[src/rtl/rgb2hsl.sv]
// rgb2hsl: 8-bit RGB to HSL converter with a shared 16-step restoring divider
module rgb2hsl (
   input  logic       clock,
   input  logic       reset_n,
   input  logic [7:0] r,
   input  logic [7:0] g,
   input  logic [7:0] b,
   input  logic       valid_i,
   output logic       ready_o,
   output logic [7:0] h,
   output logic [7:0] s,
   output logic [7:0] l,
   output logic       valid_o
);
   typedef enum logic [2:0] {IDLE, PREP, DIV_S, DIV_H, DONE} state_t;
   state_t state;
   logic [7:0] rr, gg, bb, mx_c, mn_c, d_c, base_c, dd, base_r, xabs, l_r, s_r;
   logic [1:0] sec_c;
   logic [8:0] x_c, sum_c, sdiv_c, xabs_c, hdiv_c, dvs, rem, rem_n;
   logic [9:0] trial, diff;
   logic [15:0] quo, quo_n, hdvd_c;
   logic [3:0] cnt;
   logic neg, ge;
   assign ready_o = state == IDLE;
   always_comb begin
      sec_c = (rr >= gg && rr >= bb) ? 2'd0 : (gg >= bb) ? 2'd1 : 2'd2;
      mx_c = sec_c == 2'd0 ? rr : sec_c == 2'd1 ? gg : bb;
      mn_c = (rr <= gg && rr <= bb) ? rr : (gg <= bb) ? gg : bb;
      d_c = mx_c - mn_c;
      sum_c = {1'b0, mx_c} + {1'b0, mn_c};
      sdiv_c = d_c == 8'd0 ? 9'd1 : sum_c[8] ? 9'd510 - sum_c : sum_c;
      x_c = sec_c == 2'd0 ? {1'b0, gg} - {1'b0, bb} : sec_c == 2'd1 ? {1'b0, bb} - {1'b0, rr} : {1'b0, rr} - {1'b0, gg};
      xabs_c = x_c[8] ? 9'd0 - x_c : x_c;
      base_c = sec_c == 2'd0 ? 8'd0 : sec_c == 2'd1 ? 8'd85 : 8'd171;
      hdvd_c = ({8'd0, xabs} << 5) + ({8'd0, xabs} << 3) + ({8'd0, xabs} << 1) + {8'd0, xabs};
      hdiv_c = dd == 8'd0 ? 9'd1 : {1'b0, dd};
      trial = {rem, quo[15]};
      diff = trial - {1'b0, dvs};
      ge = trial >= {1'b0, dvs};
      rem_n = ge ? diff[8:0] : trial[8:0];
      quo_n = {quo[14:0], ge};
   end
   always_ff @(posedge clock or negedge reset_n) begin
      if (!reset_n) begin
         state <= IDLE;
         {rr, gg, bb, dd, base_r, xabs, l_r, s_r, h, s, l} <= '0;
         {rem, dvs, quo, cnt, neg, valid_o} <= '0;
      end else begin
         case (state)
            IDLE: if (valid_i) begin
               {rr, gg, bb} <= {r, g, b};
               state <= PREP;
            end
            PREP: begin
               dd <= d_c;
               l_r <= sum_c[8:1];
               neg <= x_c[8];
               xabs <= xabs_c[7:0];
               base_r <= base_c;
               quo <= {d_c, 8'd0};
               rem <= '0;
               dvs <= sdiv_c;
               cnt <= '0;
               state <= DIV_S;
            end
            DIV_S: begin
               cnt <= cnt + 4'd1;
               rem <= rem_n;
               quo <= quo_n;
               if (cnt == 4'd15) begin
                  s_r <= dd == 8'd0 ? 8'd0 : quo_n[15:8] != 8'd0 ? 8'd255 : quo_n[7:0];
                  quo <= hdvd_c;
                  rem <= '0;
                  dvs <= hdiv_c;
                  state <= DIV_H;
               end
            end
            DIV_H: begin
               cnt <= cnt + 4'd1;
               rem <= rem_n;
               quo <= quo_n;
               if (cnt == 4'd15) begin
                  h <= dd == 8'd0 ? 8'd0 : neg ? base_r - quo_n[7:0] : base_r + quo_n[7:0];
                  s <= s_r;
                  l <= l_r;
                  valid_o <= 1'b1;
                  state <= DONE;
               end
            end
            default: begin
               valid_o <= 1'b0;
               state <= IDLE;
            end
         endcase
      end
   end
endmodule
[config.mk]
export PLATFORM = sky130hd
export DESIGN_NAME = rgb2hsl
export DESIGN_NICKNAME = d
export VERILOG_FILES = /design/src/rtl/rgb2hsl.sv
export SDC_FILE = /design/constraint.sdc
export NUM_CORES = 1
export LEC_CHECK = 0
export ABC_AREA = 0
export BUFFER_PORTS_ARGS = -buffer_cell sky130_fd_sc_hd__buf_2
export CELL_PAD_IN_SITES_DETAIL_PLACEMENT = 1
export CELL_PAD_IN_SITES_GLOBAL_PLACEMENT = 2
export CORE_AREA = 2 2 151 153
export CTS_BUF_LIST = sky130_fd_sc_hd__clkbuf_8
export CTS_CLUSTER_DIAMETER = 50
export DETAILED_ROUTE_END_ITERATION = 6
export DIE_AREA = 0 0 153 155
export PLACE_DENSITY = 0.87
export RECOVER_POWER = 25
export SYNTH_ARGS = -nofsm -noshare
export SYNTH_HDL_FRONTEND = slang
export SYNTH_SLANG_ARGS = --single-unit
[constraint.sdc]
create_clock -name clock -period 11.5 [get_ports clock]
set_clock_uncertainty 0.1 [all_clocks]
set_input_delay 0.575 -clock clock [delete_from_list [all_inputs] [get_ports clock]]
set_output_delay 0.575 -clock clock [all_outputs]
set_load 0.02 [all_outputs]
After elaboration in Yosys (flattened, before gate mapping)
Index checks and enable logic that the tools add are counted.

word-level totals
  bits in registers = 131
  latch bits = 0
  RAM bits = 0
  memory bits (read-only) = 0
  output and inout port bits = 26
  memories kept = 0

cells by class
  add/subtract/negate cells = 14
  multipliers = 0
  div/mod/pow operators = 0
  magnitude comparators = 7
  equality and inequality tests = 8
  shift-type cells = 0
  muxes and demuxes = 32
  bitwise operators = 1
  reduce and logical (&&, ||, !) cells = 18

operator list
  cell                                         count
  2-to-1 mux 8 bit                             12
  2-to-1 mux 9 bit                             7
  case mux 16 bit (3 select lines)             1
  case mux 9 bit (3 select lines)              1
  subtractor 8 x 8 -> 9 bit                    3
  greater-or-equal comparator 8 bit            3
  less-or-equal comparator 8 bit               3
  case mux 9 bit (2 select lines)              1
  adder 15 x 8 -> 16 bit                       1
  zero test 8 bit                              2
  2-to-1 mux 16 bit                            1
  subtractor 8 bit                             2
  adder 14 x 9 -> 15 bit                       1
  adder 13 x 11 -> 14 bit                      1
  case mux 3 bit (4 select lines)              1
  greater-or-equal comparator 10 x 9 -> 1 bit  1
  AND reduction 2 bit                          5
  adder 8 x 8 -> 9 bit                         1
  2-to-1 mux 3 bit                             3
  subtractor 9 bit                             1
  subtractor 9 bit, first input constant       1
  adder 8 bit                                  1
  case mux 4 bit (2 select lines)              1
  nonzero test 8 bit                           1
  other kinds (19)                             25

Longest topological paths before layout
  word-level depth = 11
  mapped depth = 24

Worst setup path after synthesis
OpenSTA, ideal clock, no wires.

  kind = register to register
  start = register rr[1]
  end = register dvs[6]
  arrival time = 4.477 ns
  data required time = 11.268 ns
  slack = 6.791 ns
  cell stages (with the launch flop) = 24
  path buffers = 3
  clock period less this slack = 4.709 ns
  path through = dfrtp_1 > inv_1 > ha_1 > nand2b_1 > a211oi_2 > o2111ai_2 > a21oi_4 > nor2_2 > buf_2 > buf_2 > buf_2 > a21oi_1 > ha_1 > inv_1 > ha_1 > o21a_1 > o21ai_1 > nand2_1 > xnor2_1 > a2111oi_0 > nor2_1 > xor2_1 > a221oi_1 > a21oi_1

on the way
  cells in the longest elaborated chain, start to end = 11
  elaborated cells on any way between the ends = 19
  those cells by class = 3 x add/sub; 4 x order compare; 1 x eq/ne; 7 x mux; 4 x reduce/logical

ends and longest elaborated chain
  what                                 line  text
  start: declaration                   17    logic [7:0] rr, gg, bb, mx_c, mn_c, d_c, base_c, dd, base_r, xabs, l_r, s_r;
  start signal: assignment             51    {rr, gg, bb} <= {r, g, b};
  greater-or-equal comparator 8 bit    26    sec_c = (rr >= gg && rr >= bb) ? 2'd0 : (gg >= bb) ? 2'd1 : 2'd2;
  logical AND 1 bit                    26
  2-to-1 mux 2 bit                     26
  equality test 2 x 1 -> 1 bit         27    mx_c = sec_c == 2'd0 ? rr : sec_c == 2'd1 ? gg : bb;
  2-to-1 mux 8 bit (2 in a row)        27
  adder 8 x 8 -> 9 bit                 30    sum_c = {1'b0, mx_c} + {1'b0, mn_c};
  subtractor 9 bit                     31    sdiv_c = d_c == 8'd0 ? 9'd1 : sum_c[8] ? 9'd510 - sum_c : sum_c;
  2-to-1 mux 9 bit                     31
  2-to-1 mux 9 bit (*)                 31
  case mux 9 bit (2 select lines) (*)  49    case (state)
  end signal: assignment               62    dvs <= sdiv_c;
  end signal: assignment               74    dvs <= hdiv_c;
  end: declaration                     19    logic [8:0] x_c, sum_c, sdiv_c, xabs_c, hdiv_c, dvs, rem, rem_n;

Every way passes the cells marked *; elsewhere a longest branch is shown, timed or not.
A chain may end at the register's enable or synchronous reset.

Worst setup path after layout
  start = register bb[1]
  end = register dvs[6]

on the way
  cells in the longest elaborated chain, start to end = 11
  elaborated cells on any way between the ends = 21
  those cells by class = 3 x add/sub; 4 x order compare; 1 x eq/ne; 9 x mux; 4 x reduce/logical

ends and longest elaborated chain
  what                                                   line
  start: declaration                                     17
  start signal: assignment                               51
  greater-or-equal comparator 8 bit                      26
  2-to-1 mux 2 bit or logical AND 1 bit (tied branches)  26
  2-to-1 mux 2 bit                                       26
  equality test 2 x 1 -> 1 bit                           27
  2-to-1 mux 8 bit (2 in a row)                          27
  adder 8 x 8 -> 9 bit                                   30
  subtractor 9 bit                                       31
  2-to-1 mux 9 bit                                       31
  2-to-1 mux 9 bit (*)                                   31
  case mux 9 bit (2 select lines) (*)                    49

Marked as above.

==> impl_metrics.csv <==
group,metric,value,unit
placement,dpl_cell_area,9690,um^2
logic_synthesis,yosys_warnings,0,
logic_synthesis,synth_cells,1081,
floorplanning,initial_core_util,41.2,%
setup_path,regToRegStartpoint,"bb[1]$_DFFE_PN0P_",
route,drt-pass1-iter-count,4,
clocking,numCtsBuffers,17,
finish,syn2layout_area_growth,10.4,%
run,cap_violations,1,
timing,setup_viol,0,
finish,seq_area,3150,um^2
worst_hold_path,min-delay-start,"b[5]",
logic_synthesis,synth.yosys.seq_area_share,34.4,%
finish,n_fill_cell,2673,
timing,slew_headroom,-181,%
route,post_drt_wl_per_cell,18.6,um
route,viasPerCell,5.53,
timing,fmax,190,MHz
finish,layout-drive-gt1-share,10.2,%
route,drtIter0Drc,437,
setup_path,critical_path_peak_fanout,16,
finish,n_antenna_cell,0,
outcome,violations,"capacitance limit, slew limit",
clocking,cts_buffer_depth,2,
timing,rsz0062_at_grt,"false",
worst_hold_path,whs_endpoint,"bb[5]$_DFFE_PN0P_",
logic_synthesis,synthArstFlopShare,100,%
route,via_count,7845,
logic_synthesis,syn-num-nets,1205,
finish,final_nets,1245,
global_route,grt_max_degree,74,
placement,gp_congestion,0.926,
clocking,h-tree-depth,4,
logic_synthesis,ys_seq_elements,126,
setup_path,ff2ff_setup_slack,6230,ps
setup_path,path_cells,"inv_1, ha_1, nand2b_1, a21oi_1, o21ai_0, nand2b_1, nand2_1, a22oi_1, buf_4, a21oi_1, a21o_1, ha_1, inv_1, ha_1, o21a_1, o21ai_1, nand2_1, xnor2_1, a2111oi_0, nor2_1, xor2_1, a221oi_1, a21oi_1",
logic_synthesis,synth_top_area_share,34.4,%
finish,multi_input_area,5560,um^2
placement,hpwl,20100,um
floorplanning,dieArea,23700,um^2
setup_path,r2r-end,"dvs[6]$_DFFE_PN0P_",
setup_path,required,11710,ps
route,drtAntennaViolNets,0,
clocking,root_buffer,"clkbuf_8",
floorplanning,die_y,155,um
worst_hold_path,hold_path.class,"input pin to register",
global_route,grt-ovfl-total,0,
setup_path,critPathArrivalTime,5480,ps
setup_path,crit_buf_inv,3,
setup_path,slowest_stage,"a2111oi_0",
logic_synthesis,synth_top_cell_by_area,"dfrtp_1",
clocking,cts.sink_count,126,
clocking,cts_resized,0,
setup_path,crit_type,"register to register",
worst_hold_path,min_path_cells,3,
global_route,grt_pass1_vias,8022,
timing,finalCriticalPeriod,5270,ps
logic_synthesis,yosysUniqueCellTypes,70,
setup_path,r2r_cells,23,
outcome,outcome,"complete, but fails checks",
timing,period_share,45.8,%
timing,setup_tns,0,ps
clocking,cts_tree,"yes",
timing,finalMaxSlewViolations,74,
floorplanning,rows,55,
floorplanning,ioPinCount,53,
clocking,clk_latency,460,ps
logic_synthesis,synth_top_flop_cell,"dfrtp_1",
setup_path,worstSetupEndpointType,"register",
global_route,antenna_found_initial,0,
floorplanning,core_area,22200,um^2
global_route,grt_pass1_wl,43400,um
logic_synthesis,synth_edf_count,0,
placement,port_buffers,52,
setup_path,cp_top_family,"compound AO/OA/AOI/OAI gates",
route,drc,0,
finish,fin_area,10100,um^2
setup_path,critPathMaxStageDelay,710,ps
logic_synthesis,syn_area,9160,um^2
finish,utilization,45.5,%
timing,hold_violations,0,
global_route,track_usage,22.9,%
clocking,clk_pin_slew,80,ps
clocking,postCtsSetupBuffers,0,
route,routed_wl,26400,um
logic_synthesis,synth_area_leaders,"dfrtp_1 34%, ha_1 11%, nand2_1 7.0%",
floorplanning,die_w,153,um
logic_synthesis,avgSynthCellArea,8.47,um^2
setup_path,startpoint_type,"register",
timing,tightest_slew,4210,ps
clocking,cts_hold_buffers,0,
## layout by cell type, fill, tap and decap left out, types with 14 or more instances in the layout
cell      instances
xor2_1           16
a21o_1           29
clkbuf_8         21
nor3_1           15
o21ai_0         104
xnor2_1          36
o21ai_1          15
ha_1             82
buf_2            51
fa_1             15
inv_1            76
dfrtp_1         126
nor2b_1          14
nor2_1           79
a21oi_1          78
nand2b_1         14
nand2_1         171
## how the worst max path moves through the flow
stage	cells past startpoint	from	end
finish	23	bb[1]$_DFFE_PN0P_	dvs[6]$_DFFE_PN0P_
global placement	23	bb[1]$_DFFE_PN0P_	dvs[6]$_DFFE_PN0P_
global route	23	bb[1]$_DFFE_PN0P_	dvs[6]$_DFFE_PN0P_
CTS	23	bb[1]$_DFFE_PN0P_	dvs[6]$_DFFE_PN0P_
floorplan	23	rr[1]$_DFFE_PN0P_	dvs[6]$_DFFE_PN0P_
detailed placement	23	bb[1]$_DFFE_PN0P_	dvs[6]$_DFFE_PN0P_
## state kept, by name (all words and copies together), names as in the netlist, 4 cells and up
name,cells
s_r,8
dd,8
gg,8
bb,8
l,8
h,8
quo,16
rem,9
rr,8
s,8
dvs,9
cnt,4
xabs,8
l_r,8
## per-stage QoR
stage | instances | hold slack, ps | setup slack, ps
detailed placement | 1387 | 357 | 6380
global placement | 1387 | 352 | 6450
global route | 1419 | 211 | 5800
CTS | 1419 | 193 | 6270
finish | 1419 | 212 | 6230
floorplan | 1081 | 179 | 6790
## cells in the mapped netlist (all sizes together) (5+ instances only)
master / instances
nor2b: 14
a31oi: 7
o21ai: 120
nand2: 171
a22oi: 8
nor4: 5
a21o: 29
o31a: 6
ha: 82
a221oi: 6
inv: 74
nand2b: 14
mux2: 5
xnor2: 36
o21a: 9
nand3: 12
xor2: 16
mux2i: 12
buf: 9
o31ai: 7
a21oi: 81
dfrtp: 126
fa: 15
nor2: 83
nor3: 15
clkbuf: 32
a211oi: 14
and3: 6
nand4: 6
o21bai: 8
## metal layers
metal  vias up  track usage, %  routed length, um
li1       3851               -                  -
met1      3828            29.8              12200
met2       131            39.6              12900
met3        35            2.81                628
met4         0            7.94                698
met5         -               0                  0
## tightest hold or removal path: stages
cell and delay [ps]:
buf_2 70, nand2_1 30, o21ai_0 50
## layout make-up
| type | instances | area share (%) |
|---|---|---|
| inverter | 75 | 2.78 |
| tap | 285 | 3.53 |
| sequential | 126 | 31.2 |
| timing repair buffer | 62 | 3.30 |
| clock inverter | 11 | 1.37 |
| multi-input combinational | 839 | 55.0 |
| clock buffer | 21 | 2.86 |
## logic make-up after synthesis
logic type	after synthesis	share of synthesized area, %
buffers and inverters	116	4.92
AO/OA/AOI/OAI	332	22.9
AND/OR/NAND/NOR	341	16.4
multiplexers	17	2.01
adder cells (fa/ha/maj)	97	14.5
flip-flops	126	34.4
XOR/XNOR	52	4.97
Power is left out: the tool's default activity adds up to more than one toggle a clock period on the data nets, which glitch-free logic cannot reach.
